===== src/rtl/aes_shift_rows_pipe.sv =====
// Elastic AES ShiftRows/InvShiftRows stage with a tag sideband and PIPE_STAGES register stages.
// Optional feature: define AES_SHIFT_ROWS_BYPASS_EN to add an i_bypass port that passes beats unrotated.
module aes_shift_rows_pipe #(
   parameter int PIPE_STAGES = 1,
   parameter int TAG_W       = 4
) (
   input  logic             clk,
   input  logic             rst_n,
   input  logic             i_valid,
   output logic             o_ready,
   input  logic [127:0]     i_data,
   input  logic             i_inv,
   input  logic [TAG_W-1:0] i_tag,
`ifdef AES_SHIFT_ROWS_BYPASS_EN
   input  logic             i_bypass,
`endif
   output logic             o_valid,
   input  logic             i_ready,
   output logic [127:0]     o_data,
   output logic [TAG_W-1:0] o_tag,
   output logic [2:0]       o_count
);

   // An out-of-range depth elaborates a module that does not exist.
   generate
      if (PIPE_STAGES < 1 || PIPE_STAGES > 4) begin : g_bad_pipe_stages
         aes_shift_rows_pipe_pipe_stages_out_of_range u_bad ();
      end
   endgenerate

   // Byte s[r,c] lives at bits 127-8*(4c+r); row r is rotated left by r (forward) or right by r (inverse).
   function automatic logic [127:0] shift_rows(input logic [127:0] d, input logic inv);
      logic [127:0] res;
      int src;
      res = d;
      for (int c = 0; c < 4; c++) begin
         for (int r = 0; r < 4; r++) begin
            src = inv ? ((c - r + 4) % 4) : ((c + r) % 4);
            res[127-8*(4*c+r) -: 8] = d[127-8*(4*src+r) -: 8];
         end
      end
      return res;
   endfunction

   logic [127:0]     rot_data;
   logic [PIPE_STAGES-1:0] stage_valid;
   logic [PIPE_STAGES-1:0] stage_load;
   logic [127:0]     stage_data [PIPE_STAGES];
   logic [TAG_W-1:0] stage_tag  [PIPE_STAGES];
   logic [2:0]       count_q;
   logic             in_accept;
   logic             out_accept;

`ifdef AES_SHIFT_ROWS_BYPASS_EN
   assign rot_data = i_bypass ? i_data : shift_rows(i_data, i_inv);
`else
   assign rot_data = shift_rows(i_data, i_inv);
`endif

   // A stage loads when any stage from it to the output is empty, or the output is being taken.
   always_comb begin
      stage_load = '0;
      for (int k = 0; k < PIPE_STAGES; k++) begin
         stage_load[k] = i_ready;
         for (int j = k; j < PIPE_STAGES; j++) begin
            if (!stage_valid[j]) begin
               stage_load[k] = 1'b1;
            end
         end
      end
   end

   assign o_ready    = stage_load[0];
   assign o_valid    = stage_valid[PIPE_STAGES-1];
   assign o_data     = stage_data[PIPE_STAGES-1];
   assign o_tag      = stage_tag[PIPE_STAGES-1];
   assign o_count    = count_q;
   assign in_accept  = i_valid && o_ready;
   assign out_accept = o_valid && i_ready;

   always_ff @(posedge clk or negedge rst_n) begin
      if (!rst_n) begin
         stage_valid[0] <= 1'b0;
         stage_data[0]  <= '0;
         stage_tag[0]   <= '0;
      end else if (stage_load[0]) begin
         stage_valid[0] <= i_valid;
         if (i_valid) begin
            stage_data[0] <= rot_data;
            stage_tag[0]  <= i_tag;
         end
      end
   end

   // Later stages keep stale data/tag when loading a bubble; only the valid bit is cleared.
   always_ff @(posedge clk or negedge rst_n) begin
      if (!rst_n) begin
         for (int k = 1; k < PIPE_STAGES; k++) begin
            stage_valid[k] <= 1'b0;
            stage_data[k]  <= '0;
            stage_tag[k]   <= '0;
         end
      end else begin
         for (int k = 1; k < PIPE_STAGES; k++) begin
            if (stage_load[k]) begin
               stage_valid[k] <= stage_valid[k-1];
               if (stage_valid[k-1]) begin
                  stage_data[k] <= stage_data[k-1];
                  stage_tag[k]  <= stage_tag[k-1];
               end
            end
         end
      end
   end

   always_ff @(posedge clk or negedge rst_n) begin
      if (!rst_n) begin
         count_q <= 3'd0;
      end else if (in_accept && !out_accept) begin
         count_q <= count_q + 3'd1;
      end else if (out_accept && !in_accept) begin
         count_q <= count_q - 3'd1;
      end
   end

endmodule


===== config.mk =====
export PLATFORM = sky130hd
export DESIGN_NAME = aes_shift_rows_pipe
export DESIGN_NICKNAME = d
export VERILOG_FILES = /design/src/rtl/aes_shift_rows_pipe.sv
export SDC_FILE = /design/constraint.sdc
export NUM_CORES = 1
export LEC_CHECK = 0
export BUFFER_PORTS_ARGS = -buffer_cell sky130_fd_sc_hd__buf_2
export CORE_MARGIN = 5
export CORE_UTILIZATION = 42
export CTS_CLUSTER_DIAMETER = 150
export DETAILED_ROUTE_END_ITERATION = 6
export PLACE_DENSITY = 0.76
export SKIP_LAST_GASP = 1
export SLEW_MARGIN = 20
export SYNTH_ARGS = -nofsm -noshare
export SYNTH_HDL_FRONTEND = slang
export SYNTH_SLANG_ARGS = --single-unit

===== constraint.sdc =====
create_clock -name clk -period 1.3 [get_ports clk]
set_input_delay 0.13 -clock clk [delete_from_list [all_inputs] [get_ports clk]]
set_output_delay 0.13 -clock clk [all_outputs]
set_load 0.005 [all_outputs]

==> results.json <==
{
  "synth_top_area_share_pct": 57.6,
  "cp_slowest_cell": "dfrtp_2",
  "grt_setup_unrepaired": "true",
  "die_w_um": 129,
  "wl_mm": 19.1,
  "synth_area_per_cell_sq_um": 13.1,
  "cts_root_buf": "clkbuf_16",
  "end_kind": "register",
  "tightest_slew_ns": 0.415,
  "drc_errors": 0,
  "holdPathStages": 3,
  "start_kind": "register",
  "arrival_ns": 1.66,
  "cts_buffer_depth": 2,
  "cts_tree": "yes",
  "violations": "setup timing",
  "cap_viol_max_count": 0,
  "dpl-instance-area_sq_um": 7620,
  "synth-seq-cells": 136,
  "min_path_type": "in2reg",
  "ys_warn_count": 0,
  "antenna_found_initial": 0,
  "post_drt_wl_per_cell_um": 19.1,
  "synth_cell_types": 16,
  "detail_route.iter0.violations": 320,
  "utilization_pct": 66.4,
  "comb_power_share_pct": 21.5,
  "syn_to_final_growth_pct": 55.2,
  "rr_endpoint": "o_count[1]$_DFFE_PN0P_",
  "start_util_pct": 42.8,
  "period_share_pct": 105,
  "hold_end": "o_data[18]$_DFFE_PN0P_",
  "grt_pass1_wl_mm": 28.9,
  "seq_power_share_pct": 40.8,
  "numCtsBuffers": 17,
  "antenna_left": 0,
  "min_from": "i_data[114]",
  "peakVddDrop_v": 0.000761,
  "grtUsageTotal_pct": 22.2,
  "finalHoldViolCount": 0,
  "syn-num-nets": 588,
  "intPower_mw": 9.56,
  "finalSetupViolCount": 66,
  "clk_latency_ns": 0.41,
  "synth.largest_area_cell": "dfrtp_1",
  "multi_input_area_sq_um": 2340,
  "worstPathRequired_ns": 1.59,
  "post-dp-hpwl_mm": 12.1,
  "fin_worst_skew_ns": 0.00672,
  "syn_area_sq_um": 5910,
  "core_region_area_sq_um": 13800,
  "ys_seq_area_share_pct": 57.6,
  "tns_ns": -1.86,
  "relSlewSlack_pct": 72.3,
  "ff2ff_setup_slack_ns": -0.07,
  "synth_area_leaders": "dfrtp_1, mux2i_1, mux2_2",
  "swShare_pct": 26.6,
  "worstPathMaxFanout": 4,
  "finalWeightedCongestion": 0.876,
  "io_pins": 274,
  "p_leak_nw": 4.46,
  "netlist_instances": 450,
  "status": "finished, violations left",
  "crit_start": "o_valid$_DFFE_PN0P_",
  "p_switching_mw": 3.47,
  "finalPower_mw": 13.0,
  "crit_chain": "nand2b_4 -> fa_2 -> mux2_4",
  "fp-row-count": 43,
  "grt_max_degree": 104,
  "post-route-cell-area_sq_um": 9180,
  "routed_via_density": 5.25,
  "stdcell_count": 999,
  "num_vias": 5248,
  "drive_gt1_share_pct": 51.0,
  "regArea_sq_um": 3400,
  "portBuffers": 273,
  "die_h_um": 129,
  "worstReg2RegStart": "o_valid$_DFFE_PN0P_",
  "crit_type": "reg2reg",
  "slew_viol_final": 0,
  "whs_ns": 0.0568,
  "grt_overflow_total": 0,
  "pre_cts_ws_ns": -0.0932,
  "layout_commonest_cell": "buf_2",
  "reg2reg_depth": 3,
  "p_per_area_nw_per_um2": 1420,
  "period_needed_ns": 1.37,
  "die-area_sq_um": 16500,
  "layout_common_cells": "buf_2, dfrtp_1, dlygate4sd3_1",
  "first_pass_iters": 7,
  "fmax_mhz": 730,
  "htree_levels": 4,
  "path_clk_slew_ns": 0.06,
  "first_global_vias": 5427,
  "pwr-share-clk_pct": 37.7,
  "n_fill_cell": 965,
  "cts_sinks": 136,
  "max_stage_delay_ns": 0.44,
  "final_nets": 944,
  "setup_ws_ns": -0.0690,
  "place_inst": 884
}
## cell usage after synthesis, drive strengths merged
| cell | count |
|---|---|
| dfrtp | 136 |
| mux2 | 69 |
| mux2i | 65 |
| a21oi | 64 |
| a31oi | 64 |
| buf | 30 |
| clkbuf | 13 |
| nand2b | 3 |
| nand2 | 2 |
| xor2 | 2 |
| fa | 1 |
| nand3b | 1 |
## cell type report
type | instances | area share, %
multi-input combinational | 271 | 25.5
tap | 180 | 2.45
clock inverter | 12 | 1.64
clock buffer | 19 | 4.94
timing repair buffer | 380 | 28.4
sequential | 136 | 37.1
antenna | 1 | 0.0273
## power by group through the flow
stage               Sequential, mW  Combinational (mW)  Clock [mW]
CTS                           5.29                2.72        4.99
global route                  5.39                3.05        5.19
finish                        5.32                2.80        4.91
global placement              5.31                2.39           0
detailed placement            5.35                2.46           0
floorplan                     5.37                1.08           0
## worst max-delay path by stage
stage                         endpoint  cells after the start  slack, ns
2_1_floorplan  o_data[104]$_DFFE_PN0P_                      6      -0.06
3_3_place_gp    o_count[1]$_DFFE_PN0P_                      3      -0.06
3_5_place_dp    o_count[1]$_DFFE_PN0P_                      3      -0.09
4_1_cts         o_count[1]$_DFFE_PN0P_                      3       -0.1
5_1_grt         o_count[1]$_DFFE_PN0P_                      3      -0.10
6_report        o_count[1]$_DFFE_PN0P_                      3      -0.07
## flip-flops by register name, summed over array words and instances (netlist names)
signal and count:
o_valid 1, o_tag 4, o_count 3, o_data 128
## worst max-delay path: cells and delay by family, from the launching register on
kind                     cells  cell delay, ns
adder cells (fa/ha/maj)      1            0.40
flip-flops                   1            0.44
multiplexers                 1            0.26
AND/OR/NAND/NOR              1            0.16
## timing repair
action                                  in CTS  in global routing
pin swaps                                    0                  2
buffers inserted                             2                  7
hold buffers                                69                  0
endpoints found under the setup margin      81                110
gates resized for setup                      6                 10
gates cloned                                 3                  3
endpoints found under the hold margin      204                  0
## metal layers
metal | GRT usage, % | up-vias | routed length (um)
met4 | 7.29 | 0 | 291
met1 | 26.9 | 2553 | 7520
met2 | 37.3 | 287 | 9270
li1 | - | 2382 | -
met5 | 0 | - | 0
met3 | 7.31 | 26 | 1970
## cells by family (layout without fill, tap and decap cells)
group	Yosys count	count (layout)	share of synthesized area [%]
mux	134	134	25.4
xor+xnor	2	2	0.296
simple gates	6	6	0.614
buf+inv	43	411	3.58
compound gates	128	128	12.2
other cells	0	1	0
fa+ha+maj	1	1	0.339
flops	136	136	57.6
No activity file was read; power rests on OpenSTA's default activity.
